**src/rtl/fpu_pkg.sv**
```systemverilog
// Shared FP32 constants and the in-flight tag record used by the multiplier arbiter.
package fpu_pkg;

  localparam int FP32_W  = 32;
  localparam int RM_W    = 3;
  localparam int FLAGS_W = 5;

  localparam logic [RM_W-1:0] RNE = 3'd0;
  localparam logic [RM_W-1:0] RTZ = 3'd1;
  localparam logic [RM_W-1:0] RDN = 3'd2;
  localparam logic [RM_W-1:0] RUP = 3'd3;
  localparam logic [RM_W-1:0] RMM = 3'd4;

  localparam int FLAG_NV = 4;
  localparam int FLAG_DZ = 3;
  localparam int FLAG_OF = 2;
  localparam int FLAG_UF = 1;
  localparam int FLAG_NX = 0;

  // Sized for the largest supported requester count (8); narrower ids zero-extend.
  localparam int TAG_ID_W = 3;

  typedef struct packed {
    logic                v;
    logic [TAG_ID_W-1:0] id;
  } mul_tag_t;

endpackage

```
**src/rtl/fp32_mul_arbiter_rr.sv**
```systemverilog
// Combinational round-robin picker: first set request at or above ptr, with wrap.
module rr_arbiter #(
  parameter int NUM_REQ = 4,
  parameter int ID_W    = 2
) (
  input  logic [NUM_REQ-1:0] req,
  input  logic [ID_W-1:0]    ptr,
  input  logic               en,
  output logic [NUM_REQ-1:0] grant,
  output logic [ID_W-1:0]    gidx
);

  always_comb begin
    int   j;
    logic found;
    grant = '0;
    gidx  = '0;
    found = 1'b0;
    j     = 0;
    for (int k = 0; k < NUM_REQ; k++) begin
      j = int'(ptr) + k;
      if (j >= NUM_REQ) j = j - NUM_REQ;
      if (en && !found && req[ID_W'(j)]) begin
        found              = 1'b1;
        grant[ID_W'(j)]    = 1'b1;
        gidx               = ID_W'(j);
      end
    end
  end

endmodule

```
**src/rtl/fp32_mul_arbiter.sv**
```systemverilog
// Shares one non-stalling pipelined FP32 multiplier among NUM_REQ requesters and
// routes each product back to its issuer through a latency-matched tag pipeline.
module fp32_mul_arbiter
  import fpu_pkg::*;
#(
  parameter int NUM_REQ = 4,
  parameter int LATENCY = 3
) (
  input  logic                    clk,
  input  logic                    rst,
  input  logic                    pause,
  input  logic [NUM_REQ-1:0]      req_valid,
  output logic [NUM_REQ-1:0]      req_ready,
  input  logic [32*NUM_REQ-1:0]   req_x,
  input  logic [32*NUM_REQ-1:0]   req_y,
  input  logic [3*NUM_REQ-1:0]    req_rm,
  output logic [FP32_W-1:0]       mul_x,
  output logic [FP32_W-1:0]       mul_y,
  output logic [RM_W-1:0]         mul_rm,
  input  logic [FP32_W-1:0]       mul_product,
  input  logic [FLAGS_W-1:0]      mul_flags,
  output logic [NUM_REQ-1:0]      resp_valid,
  output logic [FP32_W-1:0]       resp_product,
  output logic [FLAGS_W-1:0]      resp_flags,
  output logic                    busy
);

  localparam int ID_W = $clog2(NUM_REQ);

  logic [ID_W-1:0]    rr_ptr;
  logic [ID_W-1:0]    gidx;
  logic [NUM_REQ-1:0] grant;
  logic               hs;
  mul_tag_t           tags [LATENCY];

  rr_arbiter #(
    .NUM_REQ (NUM_REQ),
    .ID_W    (ID_W)
  ) u_rr_arbiter (
    .req   (req_valid),
    .ptr   (rr_ptr),
    .en    (!pause && !rst),
    .grant (grant),
    .gidx  (gidx)
  );

  // The arbiter only grants valid requesters, so any grant is a handshake.
  assign req_ready = grant;
  assign hs        = |grant;

  always_comb begin
    mul_x  = '0;
    mul_y  = '0;
    mul_rm = '0;
    if (hs) begin
      mul_x  = req_x[FP32_W*gidx +: FP32_W];
      mul_y  = req_y[FP32_W*gidx +: FP32_W];
      mul_rm = req_rm[RM_W*gidx +: RM_W];
    end
  end

  always_comb begin
    busy = 1'b0;
    for (int k = 0; k < LATENCY; k++) busy = busy | tags[k].v;
  end

  always_ff @(posedge clk) begin
    if (rst) begin
      rr_ptr       <= '0;
      resp_valid   <= '0;
      resp_product <= '0;
      resp_flags   <= '0;
      for (int k = 0; k < LATENCY; k++) tags[k] <= '0;
    end else begin
      if (hs) rr_ptr <= (gidx == ID_W'(NUM_REQ - 1)) ? '0 : gidx + 1'b1;
      tags[0].v  <= hs;
      tags[0].id <= TAG_ID_W'(gidx);
      for (int k = 1; k < LATENCY; k++) tags[k] <= tags[k-1];
      // Last tag stage lines up with the cycle the multiplier presents its product.
      if (tags[LATENCY-1].v) begin
        resp_valid   <= NUM_REQ'(1) << tags[LATENCY-1].id;
        resp_product <= mul_product;
        resp_flags   <= mul_flags;
      end else begin
        resp_valid <= '0;
      end
    end
  end

endmodule

```
**config.mk**
```make
export PLATFORM = sky130hd
export DESIGN_NAME = fp32_mul_arbiter
export DESIGN_NICKNAME = d
export VERILOG_FILES = /design/src/rtl/fpu_pkg.sv /design/src/rtl/fp32_mul_arbiter_rr.sv /design/src/rtl/fp32_mul_arbiter.sv
export SDC_FILE = /design/constraint.sdc
export NUM_CORES = 1
export LEC_CHECK = 0
export BUFFER_PORTS_ARGS = -buffer_cell sky130_fd_sc_hd__buf_2
export CAP_MARGIN = 5
export CELL_PAD_IN_SITES_DETAIL_PLACEMENT = 1
export CELL_PAD_IN_SITES_GLOBAL_PLACEMENT = 2
export CORE_ASPECT_RATIO = 0.8
export CORE_UTILIZATION = 17
export DETAILED_ROUTE_END_ITERATION = 10
export PLACE_DENSITY = 0.77
export SETUP_SLACK_MARGIN = 0.5
export SLEW_MARGIN = 20
export SYNTH_ARGS = -nofsm -noshare
export SYNTH_HDL_FRONTEND = slang
export SYNTH_SLANG_ARGS = --single-unit
```
**constraint.sdc**
```tcl
create_clock -name clk -period 4.1 [get_ports clk]
set_input_delay 0.82 -clock clk [delete_from_list [all_inputs] [get_ports clk]]
set_output_delay 0.82 -clock clk [all_outputs]
set_load 0.01 [all_outputs]
```
# == Word-level counts from Yosys, hierarchy flattened ==
# Memory sizes are Yosys's and may differ from the RTL's.
# Index checks and enable logic that the tools add are counted.
# word_totals
register_bits,43
ramBits,12
in_bits,312
out_inout_bits,113
n_memories,1
# classes
addsub,8
mul,1
magnitude_cmp,12
eq_ne,1
n_shift,4
n_mux,46
n_bitwise,10
reduce_logical,19
# memory_table
memory,words,word_bits,rd,rd_ports_with_merged_regs,wr,line_no,rtl
tags,3,4,3,0,3,fp32_mul_arbiter.sv:34,mul_tag_t tags [LATENCY];
# op_table
cell,count
variable part select 128 x 8 -> 32 bit,2
2-to-1 mux 32 bit,2
2-to-1 mux 4 bit,6
2-to-1 mux 1 bit,19
2-to-1 mux 2 bit,9
"less-than comparator 2 x 4 -> 1 bit, second input constant",4
logical AND 1 bit,12
bitwise OR 4 bit,3
variable part select 12 x 5 -> 3 bit,1
"greater-or-equal comparator 3 bit, second input constant",3
binary-select mux 1 bit (select 2 bit),4
demux 1 bit (select 2 bit),4
"greater-or-equal comparator 2 x 1 -> 1 bit, second input constant",4
"subtractor 2 x 1 -> 2 bit, second input constant",4
"adder 2 x 2 -> 3 bit, second input constant",2
2-to-1 mux 3 bit,2
bitwise OR 1 bit,6
logical NOT 1 bit,5
"multiplier 2 x 2 -> 4 bit, first input constant",1
OR reduction 4 bit,1
"left shift 1 x 3 -> 4 bit, first input constant",1
"adder 2 x 1 -> 3 bit, second input constant",1
"greater-or-equal comparator 2 x 3 -> 1 bit, second input constant",1
"adder 2 x 1 -> 2 bit, second input constant",1
3 further kinds,3

# == Depth between registers and ports, before layout ==
# Gate-level depths: netlist of the first run.
# depth
word_depth,22
ltp_mapped,13
depth_no_buf,9

# == By module ==
# From an unflattened synthesis of the first run, not the netlist that was laid out.
# unflattened
cells_unflattened,385
area_unflattened_um2,4379.2
# modules_own_cells
module,instances,cells_per_inst,area_per_inst_um2
fp32_mul_arbiter,1,316,3814.9
rr_arbiter,1,69,564.3

# == Least setup slack after synthesis of the first run ==
# OpenSTA, ideal clock, no wires.
# synth_path
path_kind,flip-flop to output port
from,register rr_ptr[1]
to,output mul_rm[0]
arrival_time_ps,3314
required_ps,3280
path_slack_ps,-34
path_stages_with_launch,13
path_buffers,4
path_cell_list,dfxtp_1 buf_2 inv_1 ha_1 buf_2 nor3_1 a22oi_2 nor3_1 o31ai_2 buf_2 buf_4 mux4_2 and2_1
# synth_via
elab_chain_len,22
elab_cells_between_ends,75
cone_classes,add/sub: 7; mul: 1; order compare: 12; shift: 1; mux: 36; bitwise: 3; reduce/logical: 15
# synth_lines
item,line_no,rtl
from (decl),fp32_mul_arbiter.sv:30,logic [ID_W-1:0] rr_ptr;
from (signal assigned),fp32_mul_arbiter.sv:75,if (hs) rr_ptr <= (gidx == ID_W'(NUM_REQ - 1)) ? '0 : gidx + 1'b1;
greater-or-equal comparator 2 x 3 -> 1 bit or subtractor 2 x 1 -> 2 bit (tied branches),fp32_mul_arbiter_rr.sv:22,if (j >= NUM_REQ) j = j - NUM_REQ;
2-to-1 mux 2 bit,fp32_mul_arbiter_rr.sv:22,
binary-select mux 1 bit (select 2 bit),fp32_mul_arbiter_rr.sv:23,if (en && !found && req[ID_W'(j)]) begin
2-to-1 mux 1 bit (implied by the code) (2 in series),fp32_mul_arbiter_rr.sv:23,
logical AND 1 bit,fp32_mul_arbiter_rr.sv:23,
2-to-1 mux 1 bit,fp32_mul_arbiter_rr.sv:23,
logical NOT 1 bit,fp32_mul_arbiter_rr.sv:23,
logical AND 1 bit (2 in series),fp32_mul_arbiter_rr.sv:23,
[... 2 more ...],-,
logical AND 1 bit (2 in series),fp32_mul_arbiter_rr.sv:23,
2-to-1 mux 1 bit,fp32_mul_arbiter_rr.sv:23,
logical NOT 1 bit,fp32_mul_arbiter_rr.sv:23,
logical AND 1 bit (2 in series),fp32_mul_arbiter_rr.sv:23,
2-to-1 mux 2 bit,fp32_mul_arbiter_rr.sv:23,
multiplier 2 x 2 -> 4 bit,fp32_mul_arbiter.sv:58,mul_rm = req_rm[RM_W*gidx +: RM_W];
variable part select 12 x 5 -> 3 bit,fp32_mul_arbiter.sv:58,
2-to-1 mux 3 bit (*),fp32_mul_arbiter.sv:55,if (hs) begin
to (decl),fp32_mul_arbiter.sv:19,"output logic [RM_W-1:0] mul_rm,"
# Mark *: on every way between the ends. The rest lies on a longest branch, timed or not. The select of a mux whose other input is x is not followed.

# == Final worst setup path of the first run ==
# layout_path
from,input req_valid[2]
to,output mul_y[2]
# layout_via
elab_chain_len,19
elab_cells_between_ends,39
cone_classes,shift: 1; mux: 24; bitwise: 3; reduce/logical: 11
# layout_lines
item,line_no,rtl
from (decl),fp32_mul_arbiter.sv:12,"input logic [NUM_REQ-1:0] req_valid,"
binary-select mux 1 bit (select 2 bit),fp32_mul_arbiter_rr.sv:23,
2-to-1 mux 1 bit (implied by the code) (2 in series),fp32_mul_arbiter_rr.sv:23,
logical AND 1 bit,fp32_mul_arbiter_rr.sv:23,
2-to-1 mux 1 bit,fp32_mul_arbiter_rr.sv:23,
logical NOT 1 bit,fp32_mul_arbiter_rr.sv:23,
logical AND 1 bit (2 in series),fp32_mul_arbiter_rr.sv:23,
2-to-1 mux 1 bit,fp32_mul_arbiter_rr.sv:23,
logical NOT 1 bit,fp32_mul_arbiter_rr.sv:23,
logical AND 1 bit (2 in series),fp32_mul_arbiter_rr.sv:23,
2-to-1 mux 1 bit,fp32_mul_arbiter_rr.sv:23,
logical NOT 1 bit,fp32_mul_arbiter_rr.sv:23,
logical AND 1 bit (2 in series),fp32_mul_arbiter_rr.sv:23,
2-to-1 mux 2 bit or 2-to-1 mux 4 bit (tied branches),fp32_mul_arbiter_rr.sv:23,
variable part select 128 x 8 -> 32 bit or OR reduction 4 bit (tied branches),"fp32_mul_arbiter.sv:57, fp32_mul_arbiter.sv:49",
2-to-1 mux 32 bit (*),fp32_mul_arbiter.sv:55,
to (decl),fp32_mul_arbiter.sv:18,"output logic [FP32_W-1:0] mul_y,"
# Marks and branches as above.

==> metrics, run 1 <==
run status finished with violations; failing checks negative setup slack; critical path endpoint category output port; Final Wtd Congestion 0.8623; via count 5200; Synth Flop Type dfxtp_1; setup_tns -0.05794 ns; WP data arrival 3.30 ns; Setup crit start kind input port; kind of critical path input port to output port; Avg Cell Area, Syn 11.33 µm²; drt first pass iters 6; DR WL met2 12460 µm; Hold Vio Cnt, Final 0; FP Rows 52; crit-path max cell delay 0.50 ns; TritonCTS Sinks 52; share of cells above drive strength 1 74.44%; R2R Path End rr_ptr[1]$_SDFFE_PP0P_; Critical Path Source req_valid[2]; most frequent cells in the layout 385 x buf_2, 70 x mux4_2, 49 x dfxtp_1; CP required 3.28 ns; number of cells on the worst reg-to-reg path 10; clock latency on the worst-skew pair 0.28 ns; CTS root buffer clkbuf_16; Final Net Count 1164; TritonCTS clock tree done; sequential share of the synthesized area 23.87%; most common cell after layout, fill and taps aside buf_2; die height 145.3 µm; Final Power 0.003345 W; EDFF count, synth 0; leakage power 3.947 nW; RR Startpoint rr_ptr[0]$_SDFFE_PP0P_; min setup slack post-route -0.02217 ns; Core Region 25240 µm²; DP Area 7117 µm²; synthesis-stage register bit count 52; vias in the first global route 5487; reg2reg setup slack 1.00 ns; hold crit path type flip-flop to flip-flop; fmax 0.2426 GHz; final period utilization 100.5%; Fill cells 3008; average via count per standard cell 4.422; max cap viols 0; Post-CTS Hold Buffers 0; largest net degree at the start of global routing 47; clk buf depth 2; routed wl met3 1541 µm; max layer used met4; CP Cell Sequence buf_8, buf_6, nand2b_4, mux4_2, o211ai_1, o31ai_4, buf_12, buf_12, buf_16, mux4_2, and2_4, buf_6; layout overhead on the synthesized area 88.07%; Synth warnings 0; die width 181.1 µm; DP HPWL 19160 µm; Port Buf Inserts 424; fraction of registers with async set/reset 0%; Design Area, Final 8203 µm²; Top Ports 425; Synth cell types 44; Worst path depth 12; synthesized net count 705; Slew Viols, Final 0; post-synthesis instance area 4362 µm²; CP bufs+invs 6; final std cells w/o fill 1176; H-Tree Depth 2; CP Max Fanout 7; Reg clk slew, reported paths 0.06 ns; initial antenna violation count 14; Overflow after GRT 0; relative slew slack 57.77%; final WL 24120 µm; Crit-path slowest cell mux4_2; fin crit period 4.122 ns; Cells after DPL 1131; global-route wire length before repair 34380 µm; Die ar. 26310 µm²; # setup viols final 4; measured slew at the worst slew-check pin 0.6335 ns; Top delay family on crit path multiplexers; number of routed nets with antenna violations 0; initial core utilization 17.28%; # DRC 0; Tot GR Track Use 17.39%; post-synthesis instance total 385; DRT iter0 DRCs 194; WL/cell 20.51 µm; Metal-1 WL 9246 µm; maximum vdd drop 0.1594 mV; Setup crit end mul_y[2]; clock buffer count from CTS 5; Cell Pwr Density 407.7 nW/µm²; clk_skew 0.005537 ns; RSZ-0062 raised after global routing yes
[kinds of logic after synthesis]
logic type      share of synthesized area, %
simple gates                           18.47
mux                                    46.27
flops                                  23.87
buf+inv                                4.504
compound gates                         4.389
fa+ha+maj                              2.295
xor+xnor                              0.2008
[area by class of cell]
cell class / count / area [µm²] / share of cell area [%]
Sequential cell: 52 / 1045 / 12.74
Clock inverter: 1 / 7.507 / 0.09152
Antenna cell: 7 / 17.52 / 0.2135
Tap cell: 324 / 405.4 / 4.942
Inverter: 5 / 18.77 / 0.2288
Timing Repair Buffer: 490 / 3224 / 39.31
Multi-Input combinational cell: 290 / 3342 / 40.74
Clock buffer: 7 / 142.6 / 1.739
[what timing repair did]
| action | 4_1_cts | 5_1_grt |
|---|---|---|
| pin swaps | 37 | 17 |
| setup buffers | 13 | 9 |
| setup endpoints to repair | 67 | 67 |
| cloned | 5 | 3 |
| gates resized for setup | 72 | 47 |
[metal layers]
metal | global-route usage (%) | vias up
li1 | - | 2374
met1 | 20.45 | 2510
met2 | 31.35 | 264
met3 | 3.163 | 52
met4 | 6.229 | 0
met5 | 0 | -
[how the worst min path moves through the flow]
stage | start | to | slack, ns | cells after the start
6_report | tags[0][0]$_SDFF_PP0_ | tags[0][4]$_SDFF_PP0_ | 0.44 | 1
5_1_grt | tags[0][5]$_SDFF_PP0_ | tags[0][9]$_SDFF_PP0_ | 0.46 | 1
4_1_cts | tags[0][1]$_SDFF_PP0_ | tags[0][5]$_SDFF_PP0_ | 0.44 | 1
3_5_place_dp | tags[0][1]$_SDFF_PP0_ | tags[0][5]$_SDFF_PP0_ | 0.42 | 1
3_3_place_gp | tags[0][5]$_SDFF_PP0_ | tags[0][9]$_SDFF_PP0_ | 0.42 | 1
2_1_floorplan | tags[0][0]$_SDFF_PP0_ | tags[0][4]$_SDFF_PP0_ | 0.41 | 1
[synthesized netlist by cell type (2+ instances only)]
cell	instances	share of area (%)
ha_1	8	2.3
o21ai_0	2	0.23
mux2i_1	43	9.9
dfxtp_1	52	24
and4_1	2	0.40
buf_1	4	0.34
nand2_1	3	0.26
nor2b_1	8	1.1
nor3_1	4	0.46
inv_1	5	0.43
a311o_1	2	0.46
buf_6	2	0.52
o211ai_1	3	0.52
nor3b_1	3	0.52
nor2_1	42	3.6
and3b_1	2	0.40
and2_1	68	9.8
buf_2	13	1.5
a211o_1	2	0.40
nand2b_1	6	0.86
clkbuf_1	18	1.5
mux4_2	70	36
nand3_1	2	0.23
[worst register-to-register path, stage by stage (launching register included)]
cell and delay [ns]:
dfxtp_2 0.33, buf_4 0.20, mux4_2 0.59, and4_1 0.22, a31o_2 0.21, a311o_1 0.34
or4_4 0.52, buf_12 0.19, buf_4 0.15, mux2i_1 0.15, nor2_1 0.06
[per-stage QoR]
| stage | hold WS, ns | util, % | worst slack (ns) |
|---|---|---|---|
| 2_1_floorplan | 0.4138 | - | 0.2979 |
| 3_3_place_gp | 0.4187 | 28.19 | -0.07882 |
| 3_5_place_dp | 0.4247 | 28.19 | -0.1494 |
| 4_1_cts | 0.4404 | 31.16 | 0.002673 |
| 5_1_grt | 0.4590 | 32.49 | -0.06195 |
| 6_report | 0.4399 | 32.49 | -0.02217 |
[report_power, final]
part	switching [W]	internal, W	total (W)
combinational	0.000982	0.00138	0.00236
clock	0.000178	0.000243	0.000421
sequential	0.0000173	0.000547	0.000565
total	0.00118	0.00217	0.00334
[sequential cells by signal, summed over array words and instances (netlist names)]
register,count
rr_ptr,2
resp_valid,4
resp_product,32
resp_flags,5
tags,9
No activity file was read; power rests on OpenSTA's default activity.
==> inputs of run 2 (changes only) <==
--- a/config.mk
+++ b/config.mk
@@ -10,9 +10,12 @@
 export CELL_PAD_IN_SITES_DETAIL_PLACEMENT = 1
 export CELL_PAD_IN_SITES_GLOBAL_PLACEMENT = 2
 export CORE_ASPECT_RATIO = 0.8
+export CORE_MARGIN = 3
 export CORE_UTILIZATION = 17
+export CTS_CLUSTER_SIZE = 12
 export DETAILED_ROUTE_END_ITERATION = 10
 export PLACE_DENSITY = 0.77
+export REMOVE_ABC_BUFFERS = 1
 export SETUP_SLACK_MARGIN = 0.5
 export SLEW_MARGIN = 20
 export SYNTH_ARGS = -nofsm -noshare
==> run 2 against run 1 <==
Effect of this change:
- the flow still finishes with violations (negative setup slack)
- sequential power about the same
- largest power group unchanged
- largest cell class unchanged
- clock power shrank 1%
- core utilization up 0.57 points
- flip-flop and latch count is the same
- critical endpoint is now mul_y[26]
- clock-buffer cell count decreased by 1
- critical path depth did not move
- highest routed layer is now met5
==> metrics, run 2 (synthesized netlist as in run 1, its figures left out) <==
measured slew at the worst slew-check pin 0.6386 ns (+0.005065 ns); Tot GR Track Use 16.99% (-0.40 points); hold path cells 1 (unchanged); Final Power 0.003398 W (+1.6%); failing checks negative setup slack; DRT iter0 DRCs 219 (+13%); WL/cell 21.86 µm (+6.6%); WP data arrival 3.32 ns (+0.02 ns); clk_skew 0.009994 ns (+0.004457 ns); CP required 3.28 ns (about the same); Top Ports 425 (unchanged); Hold Crit Start tags[0][0]$_SDFF_PP0_; vias in the first global route 5637 (+2.7%); min setup slack post-route -0.03808 ns (-0.01591 ns); CTS root buffer clkbuf_16; most common cell after layout, fill and taps aside buf_2; global-route wire length before repair 35120 µm (+2.2%); die height 149.3 µm (+2.8%); Critical Path Most Common Cell buf_6; # DRC 0 (unchanged); TritonCTS Sinks 52 (unchanged); Reg clk slew, reported paths 0.06 ns (about the same); layout overhead on the synthesized area 87.66%; pre-CTS setup slack -0.1738 ns (-0.02438 ns); Final Wtd Congestion 0.8687 (+0.74%); CP bufs+invs 6 (unchanged); Overflow after GRT 0 (unchanged); R2R Path End rr_ptr[1]$_SDFFE_PP0P_; # setup viols final 60 (+56); Core Region 24760 µm² (-1.9%); final WL 25220 µm (+4.6%); number of routed nets with antenna violations 0 (unchanged); RR Startpoint rr_ptr[0]$_SDFFE_PP0P_; biggest regs resp_product (32), tags (9), resp_flags (5); maximum vdd drop 0.1416 mV (-11%); FP Rows 51 (-1.9%); Cell Pwr Density 415.2 nW/µm² (+1.8%); TritonCTS clock tree done; Hold Crit Endpoint tags[0][4]$_SDFF_PP0_; clock buffer count from CTS 5 (unchanged); Crit-path slowest cell or4_4; fin crit period 4.138 ns (+0.01591 ns); RSZ-0062 raised after global routing yes; via count 5172 (-0.54%); Most flops, register resp_product; Port Buf Inserts 424 (unchanged); number of cells on the worst reg-to-reg path 13 (+3); max cap viols 0 (unchanged); die width 185.1 µm (+2.2%); Slew Viols, Final 0 (unchanged); relative slew slack 57.27% (-0.49 points); DP HPWL 20120 µm (+5.0%); max reg flops 32 (unchanged); critical path endpoint category output port; initial core utilization 17.62% (+0.34 points); fmax 0.2417 GHz (-0.38%); share of cells above drive strength 1 75.36% (+0.92 points); H-Tree Depth 2 (unchanged); CP Cell Sequence buf_6, mux4_2, buf_6, buf_6, nand3_4, o41ai_4, a211o_1, or4_4, buf_12, buf_12, and2_4, buf_6; final period utilization 100.9% (+0.39 points); Die ar. 27630 µm² (+5.0%); reg2reg setup slack 0.78 ns (-0.22 ns); CP Max Fanout 7 (unchanged); most frequent cells in the layout 366 x buf_2, 70 x mux4_2, 64 x buf_6; average via count per standard cell 4.482 (+1.4%); initial antenna violation count 12 (-2); Final Net Count 1151 (-1.1%); Top delay family on crit path simple AND/OR/NAND/NOR gates; clk buf depth 2 (unchanged); hold crit path type flip-flop to flip-flop; Setup crit start kind input port; Hold Vio Cnt, Final 0 (unchanged); clock latency on the worst-skew pair 0.29 ns (about the same); leakage power 3.897 nW (-1.3%); crit-path max cell delay 0.61 ns (+0.11 ns); run status finished with violations; largest net degree at the start of global routing 47 (unchanged); kind of critical path input port to output port; drt first pass iters 6 (unchanged); Post-CTS Hold Buffers 0 (unchanged)
run 2: cell count changes in the layout (fill, tap and decap cells not counted), sizes merged:
cell and change:
buf -14, clkinv +1, clkbuf -2, diode -3
bufbuf +2
run 2: worst register-to-register path, stage by stage (launching register included):
cell and delay, ns:
dfxtp_2 0.36, inv_2 0.06, ha_4 0.31, mux4_2 0.52, and3b_1 0.19, and2_1 0.13
a211o_1 0.24, or4_4 0.57, buf_12 0.18, clkbuf_16 0.15, buf_4 0.14, buf_4 0.14
mux2i_1 0.14, nor2_1 0.05
run 2: metal layers:
metal	track usage (%)	vias to the layer above	routed length, µm
li1	-	2340	-
met1	20.66	2566	9709
met2	29.50	233	12950
met3	5.363	27	2118
met4	3.675	6	408
met5	0	-	38
run 2: layout make-up:
cell class                 count  area (µm²)
multi-input combinational    290        3363
antenna                        4       10.01
clock inverter                 2       16.27
fill                        2910       16570
inverter                       5       18.77
clock buffer                   6       128.9
sequential                    52        1045
timing repair buffer         477        3206
tap                          318       397.9
run 2: worst max path at each step:
stage                                      start   endpoint  slack (ns)  cells past startpoint
after floorplan           rr_ptr[0]$_SDFFE_PP0P_  mul_rm[0]       -4.85                      8
after global placement              req_valid[3]  mul_y[26]       -0.21                      9
after detailed placement            req_valid[3]  mul_y[26]       -0.17                      9
after CTS                 rr_ptr[0]$_SDFFE_PP0P_  mul_x[15]       -0.03                     11
after global routing      rr_ptr[0]$_SDFFE_PP0P_  mul_y[13]       -0.12                     11
final                               req_valid[3]  mul_y[26]       -0.04                     12
run 2: timing repair:
item / 4_1_cts / 5_1_grt
gates cloned: 7 / 1
endpoints found under the hold margin: 0 / 0
gates resized for setup: 128 / 28
setup endpoints to repair: 67 / 67
pin swaps: 10 / 6
buffers inserted: 10 / 2
run 2: per-stage QoR:
| step | hold slack, ns | setup TNS, ns | instances | utilization [%] | cell area [µm²] |
|---|---|---|---|---|---|
| 5_1_grt | 0.4656 | -6.631 | 1154 | 33.06 | 8185 |
| 3_5_place_dp | 0.4288 | -7.507 | 1122 | 28.41 | 7034 |
| 4_1_cts | 0.4445 | -0.7784 | 1147 | 32.30 | 7996 |
| 3_3_place_gp | 0.4243 | -9.285 | 1122 | 28.41 | 7034 |
| 6_report | 0.4397 | -1.316 | 1154 | 33.06 | 8185 |
| 2_1_floorplan | 0.4138 | -336.00 | 347 | - | 4184 |
run 2: power breakdown:
part | leakage (nW) | switching (W) | total [W] | internal, W
clock | 0.0671 | 0.000187 | 0.000415 | 0.000228
combinational | 3.41 | 0.000989 | 0.00242 | 0.00143
sequential | 0.422 | 0.0000182 | 0.000565 | 0.000547
total | 3.90 | 0.00119 | 0.00340 | 0.00220
